[src/rtl/dc_pkg.sv]
// Shared request-path definitions: entry field layout, request type and
// default widths used by the index extractor and the request FIFO.
package dc_pkg;

  localparam int DC_ADDR_WIDTH = 64;
  localparam int DC_ID_WIDTH   = 16;
  localparam int DC_DATA_WIDTH = 128;

  // Packed entry layout: [WR_BIT] flag, then ID, then address; rest unused.
  localparam int WR_BIT   = 0;
  localparam int ID_LSB   = 1;
  localparam int ADDR_LSB = DC_ID_WIDTH + 1;

  typedef enum logic {
    READ  = 1'b0,
    WRITE = 1'b1
  } req_type_e;

  // Address offset for a non-default ID width.
  function automatic int addr_lsb(input int id_w);
    return id_w + 1;
  endfunction

endpackage

[src/rtl/dc_fifo_mem.sv]
// DEPTH x DATA_WIDTH register array: synchronous write, asynchronous read.
// Contents are never reset; validity is tracked by the owner's pointers.
module dc_fifo_mem #(
  parameter int DEPTH      = 16,
  parameter int DATA_WIDTH = 128
) (
  input  logic                       clk,
  input  logic                       we_i,
  input  logic [$clog2(DEPTH)-1:0]   waddr_i,
  input  logic [DATA_WIDTH-1:0]      wdata_i,
  input  logic [$clog2(DEPTH)-1:0]   raddr_i,
  output logic [DATA_WIDTH-1:0]      rdata_o
);

  logic [DEPTH-1:0][DATA_WIDTH-1:0] mem_q;

  // Write the addressed row on an accepted push.
  always_ff @(posedge clk) begin
    if (we_i) mem_q[waddr_i] <= wdata_i;
  end

  assign rdata_o = mem_q[raddr_i];

endmodule

[src/rtl/dc_req_fifo.sv]
// Request queue between the index extractor and the tag-lookup stage.
// First-word-fall-through dequeue port with pre-decoded entry fields and
// registered almost-full backpressure.
// Optional build macro DC_REQ_FIFO_STATS_EN adds a sticky overflow flag
// (ovf_o) and an occupancy high-water mark (hwm_o).
module dc_req_fifo
  import dc_pkg::*;
#(
  parameter int ADDR_WIDTH   = DC_ADDR_WIDTH,
  parameter int ID_WIDTH     = DC_ID_WIDTH,
  parameter int DATA_WIDTH   = DC_DATA_WIDTH,  // >= ADDR_WIDTH+ID_WIDTH+1
  parameter int DEPTH        = 16,             // power of two, >= 4
  parameter int AFULL_MARGIN = 2               // 1..DEPTH-1
) (
  input  logic                       clk,
  input  logic                       rst_n,
  input  logic                       wr_en_i,
  input  logic [DATA_WIDTH-1:0]      wr_data_i,
  output logic                       afull_o,
  output logic                       deq_valid_o,
  input  logic                       deq_ready_i,
  output logic [DATA_WIDTH-1:0]      deq_data_o,
  output logic                       deq_wr_o,
  output logic [ID_WIDTH-1:0]        deq_id_o,
  output logic [ADDR_WIDTH-1:0]      deq_addr_o,
`ifdef DC_REQ_FIFO_STATS_EN
  output logic                       ovf_o,
  output logic [$clog2(DEPTH):0]     hwm_o,
`endif
  output logic [$clog2(DEPTH):0]     count_o
);

  localparam int AW  = $clog2(DEPTH);
  localparam int PW  = AW + 1;
  localparam int A_LSB = addr_lsb(ID_WIDTH);
  localparam logic [PW-1:0] AFULL_TH = PW'(DEPTH - AFULL_MARGIN);

  logic [PW-1:0] wr_ptr_q, wr_ptr_d;
  logic [PW-1:0] rd_ptr_q, rd_ptr_d;
  logic [PW-1:0] count_q,  count_d;
  logic          afull_q,  afull_d;
  logic          full, empty, push, pop;

  // Wrap bit distinguishes full from empty when the low bits match.
  assign empty = (wr_ptr_q == rd_ptr_q);
  assign full  = (wr_ptr_q[AW] != rd_ptr_q[AW]) &&
                 (wr_ptr_q[AW-1:0] == rd_ptr_q[AW-1:0]);

  assign deq_valid_o = !empty;
  assign pop  = deq_valid_o && deq_ready_i;
  // A pop frees the slot this same edge, so a full queue still takes a push.
  assign push = wr_en_i && (!full || pop);

  // Next-state pointers, occupancy and almost-full.
  always_comb begin
    wr_ptr_d = wr_ptr_q;
    rd_ptr_d = rd_ptr_q;
    count_d  = count_q;
    if (push) wr_ptr_d = wr_ptr_q + PW'(1);
    if (pop)  rd_ptr_d = rd_ptr_q + PW'(1);
    case ({push, pop})
      2'b10:   count_d = count_q + PW'(1);
      2'b01:   count_d = count_q - PW'(1);
      default: count_d = count_q;
    endcase
    // From next-state count so backpressure is on time with the occupancy.
    afull_d = (count_d >= AFULL_TH);
  end

  // Pointer and flag state; reset discards all entries at once.
  always_ff @(posedge clk) begin
    if (!rst_n) begin
      wr_ptr_q <= '0;
      rd_ptr_q <= '0;
      count_q  <= '0;
      afull_q  <= 1'b0;
    end else begin
      wr_ptr_q <= wr_ptr_d;
      rd_ptr_q <= rd_ptr_d;
      count_q  <= count_d;
      afull_q  <= afull_d;
    end
  end

  assign count_o = count_q;
  assign afull_o = afull_q;

  dc_fifo_mem #(
    .DEPTH      (DEPTH),
    .DATA_WIDTH (DATA_WIDTH)
  ) u_mem (
    .clk     (clk),
    .we_i    (push),
    .waddr_i (wr_ptr_q[AW-1:0]),
    .wdata_i (wr_data_i),
    .raddr_i (rd_ptr_q[AW-1:0]),
    .rdata_o (deq_data_o)
  );

  // Decoded head fields are plain slices; meaningless while deq_valid_o=0.
  assign deq_wr_o   = (req_type_e'(deq_data_o[WR_BIT]) == WRITE);
  assign deq_id_o   = deq_data_o[ID_LSB +: ID_WIDTH];
  assign deq_addr_o = deq_data_o[A_LSB +: ADDR_WIDTH];

`ifdef DC_REQ_FIFO_STATS_EN
  logic          ovf_q, ovf_d;
  logic [PW-1:0] hwm_q, hwm_d;

  // Overflow latches on any push refused while full; high-water tracks count.
  always_comb begin
    ovf_d = ovf_q | (wr_en_i && !push);
    hwm_d = (count_d > hwm_q) ? count_d : hwm_q;
  end

  // Statistics registers, cleared only by reset.
  always_ff @(posedge clk) begin
    if (!rst_n) begin
      ovf_q <= 1'b0;
      hwm_q <= '0;
    end else begin
      ovf_q <= ovf_d;
      hwm_q <= hwm_d;
    end
  end

  assign ovf_o = ovf_q;
  assign hwm_o = hwm_q;
`endif

endmodule

[config.mk]
export PLATFORM = sky130hd
export DESIGN_NAME = dc_req_fifo
export DESIGN_NICKNAME = d
export VERILOG_FILES = /design/src/rtl/dc_pkg.sv /design/src/rtl/dc_fifo_mem.sv /design/src/rtl/dc_req_fifo.sv
export SDC_FILE = /design/constraint.sdc
export NUM_CORES = 2
export LEC_CHECK = 0
export CORE_MARGIN = 8
export CORE_UTILIZATION = 60
export CTS_CLUSTER_DIAMETER = 60
export DETAILED_ROUTE_END_ITERATION = 12
export GPL_TIMING_DRIVEN = 0
export HOLD_SLACK_MARGIN = 0.06
export PLACE_DENSITY_LB_ADDON = 0.3
export SYNTH_ARGS = -nofsm -noshare
export SYNTH_HDL_FRONTEND = slang
export SYNTH_SLANG_ARGS = --single-unit
export TNS_END_PERCENT = 5
[constraint.sdc]
create_clock -name clk -period 9.6 [get_ports clk]
set_input_delay 0.96 -clock clk [delete_from_list [all_inputs] [get_ports clk]]
set_output_delay 0.96 -clock clk [all_outputs]
set_load 0.01 [all_outputs]
==> impl_metrics.yaml <==
status:
  status: "finished clean"
clocking:
  ctsHoldBuffers: 0
  clkTransAtPathRegs_ns: 0.06
  tritoncts: "yes"
  cts_htree_levels: 4
  cts_setup_buffers: 0
  insertion_delay_ns: 0.82
  post_cts_resized: 0
  cts-root-buf: "clkbuf_16"
  clockBufferDepth: 3
  cts_made_buffers: 198
  clock_sinks: 2064
sta:
  hold_violations: 0
  setup_viol: 0
  min_period_over_period_pct: 63.3
  final_max_slew_viol_count: 0
  relSlewSlack_pct: 2.01
  worst_clock_skew_ns: 0.0304
  worstMarginPinSlew_ns: 1.47
  min_period_ns: 6.07
  rsz0062_at_grt: "false"
  fmax_mhz: 165
  fin_tns_setup_ns: 0
  fin_hold_ws_ns: 0.512
layout:
  nNetsFinal: 4216
  syn2layout_area_growth_pct: 16.5
  final_cell_mix: "edfxtp_1, mux4_2, clkdlybuf4s50_1"
  post-route-util_pct: 70.5
  seq_area_um2: 61800
  multi_input_area_um2: 16100
  fin_cells: 6001
  fillers: 7661
  drive_gt1_share_pct: 24.1
  final_common_cell: "edfxtp_1"
die:
  fp.dieH_um: 380
  start_util_pct: 60.5
  num_io_pins: 348
  die_x_um: 380
  rows: 133
  core-area_um2: 131000
  die_area_um2: 144000
worst_setup_path:
  required_ns: 8.64
  r2r-end: "u_mem.mem_q[1876]"
  cp_data_arrival_time_ns: 5.11
  rr_startpoint: "rd_ptr_q[4]"
  reg2regPathDepth: 8
  cp_max_fo: 10
  worstSetupPathType: "flop to primary output"
  cp-end-kind: "primary output"
  start_kind: "flop"
  reg2reg_setup_slack_ns: 5.77
place:
  routabilityCongestion: 0.736
  io_buffers: 347
  hpwl_mm: 110
  dpl.cell_count: 5629
detailed_routing:
  wl_met1_mm: 73.3
  drt_iter0_markers: 4768
  wl_met2_mm: 91.4
  met3_length_mm: 17.9
  via_per_inst: 6.48
  totalWireLength_mm: 188
  drt_pass1_iterations: 5
  via_count: 38900
  final_antenna_net_count: 0
  top_layer: "met5"
  drcViolationCount: 0
  wl_per_cell_um: 31.3
global_route:
  grt_max_degree: 52
  grt_util_all_layers_pct: 25.6
  antenna_found_initial: 20
  first_global_vias: 39900
  gr-total-overflow: 0
  grt_pass1_wl_mm: 271
power_and_ir_drop:
  p_int_w: 0.0158
  swShare_pct: 23.1
  ir_drop_uv: 189
  p_comb_share_pct: 14.9
  p_seq_share_pct: 49.0
  p_per_area_nw_per_um2: 222
  p_leak_nw: 28.5
  pwr-share-clk_pct: 36.1
  netSwitchingPower_w: 0.00474
worst_hold_path:
  hp-class: "flop to flop"
  hp-start: "count_o[4]"
  hold-path-cell-count: 2
  min_to: "count_o[4]"
synth:
  syn_nets: 3622
  ys_ff_latch: 2064
  netlist_area_um2: 79500
  async_reset_ff_share_pct: 0
  synthCells: 3480
  syn_area_per_cell_um2: 22.9
  synth_warnings: 0
  synth_edf_count: 2048
  ys_seq_area_share_pct: 77.7
  ys_types: 39
  synth-main-ff-cell: "edfxtp_1"
flow_run:
  maxCapViolCount: 0
Yosys cell counts (2+ instances only):
| master | number | area, um2 |
|---|---|---|
| nand2_1 | 13 | 48.8 |
| nand3_1 | 9 | 45.0 |
| nand4_1 | 5 | 31.3 |
| o21ai_0 | 2 | 10.0 |
| nand2b_1 | 4 | 25.0 |
| nor2_1 | 3 | 11.3 |
| buf_1 | 17 | 63.8 |
| buf_6 | 23 | 259 |
| and2_1 | 2 | 12.5 |
| dfxtp_1 | 16 | 320 |
| a2111o_1 | 2 | 22.5 |
| edfxtp_1 | 2048 | 61500 |
| inv_1 | 8 | 30.0 |
| a21oi_1 | 134 | 671 |
| xor2_1 | 5 | 43.8 |
| and3_1 | 15 | 93.8 |
| mux4_2 | 512 | 11500 |
| buf_4 | 111 | 833 |
| buf_2 | 46 | 230 |
| o211ai_1 | 4 | 30.0 |
| a211oi_1 | 129 | 968 |
| mux2i_1 | 136 | 1360 |
| a211o_1 | 2 | 17.5 |
| ha_1 | 9 | 113 |
| nand3b_1 | 2 | 15.0 |
| nor2b_1 | 134 | 838 |
| clkbuf_1 | 77 | 289 |
stage by stage:
step           area [um2]  worst slack, ns  power, W
2_1_floorplan       79500             1.57    0.0121
3_3_place_gp        85200            -6.78    0.0133
3_5_place_dp        86500             4.30    0.0133
4_1_cts             92700             3.42    0.0207
5_1_grt             92700             3.50    0.0211
6_report            92700             3.53    0.0205
power groups by stage:
| stage | combinational, W | sequential, W | clock [W] |
|---|---|---|---|
| after floorplan | 0.00180 | 0.0103 | 0 |
| after global placement | 0.00301 | 0.0103 | 0 |
| after detailed placement | 0.00308 | 0.0102 | 0 |
| after CTS | 0.00310 | 0.0101 | 0.00749 |
| after global routing | 0.00326 | 0.0101 | 0.00781 |
| final | 0.00306 | 0.0101 | 0.00743 |
per-layer routing:
metal | vias to the layer above | GRT usage, %
met5 | - | 0
met4 | 16 | 7.43
met3 | 317 | 6.04
met2 | 2161 | 41.0
met1 | 20500 | 35.8
li1 | 15900 | -
flip-flops by register name, indices dropped and copies added (netlist names):
name	flops
afull_o	1
count_o	5
rd_ptr_q	5
u_mem.mem_q	2048
wr_ptr_q	5
area by class of cell:
cell class / count / share of cell area (%)
inverters: 8 / 0.0324
repair buffers: 394 / 5.08
flip-flops and latches: 2064 / 66.7
diodes: 11 / 0.0297
clock buffers: 250 / 5.62
multi-input cells: 1133 / 17.4
well taps: 1755 / 2.37
plain buffers: 275 / 1.82
clock inverters: 111 / 1.00
kinds of logic after synthesis:
| group | Yosys count | share of synthesized area (%) |
|---|---|---|
| DFF | 2064 | 77.7 |
| xor gates and xnor gates | 7 | 0.0865 |
| buffers and inverters | 283 | 2.15 |
| muxes | 648 | 16.2 |
| AOI/OAI and AO/OA | 276 | 2.19 |
| adders and majority gates | 10 | 0.167 |
| and+or+nand+nor | 192 | 1.47 |
how the worst max path moves through the flow:
| stage | slack [ns] | start | to |
|---|---|---|---|
| 6_report | 3.53 | rd_ptr_q[1] | deq_data_o[74] |
| 5_1_grt | 3.50 | rd_ptr_q[1] | deq_data_o[74] |
| 4_1_cts | 3.42 | rd_ptr_q[1] | deq_data_o[74] |
| 3_5_place_dp | 4.30 | rd_ptr_q[1] | deq_data_o[74] |
| 3_3_place_gp | -6.78 | deq_ready_i | wr_ptr_q[4] |
| 2_1_floorplan | 1.57 | deq_ready_i | wr_ptr_q[4] |
critical path: stages, from the launching register on:
cell,delay [ns]
dfxtp_1,0.37
buf_2,0.39
clkbuf_1,1.11
buf_2,0.54
mux4_2,0.28
mux2i_1,0.06
a21oi_1,0.76
buf_4,0.23
clkdlybuf4s50_1,0.53
Note: power is estimated with default switching activity, not from simulation.
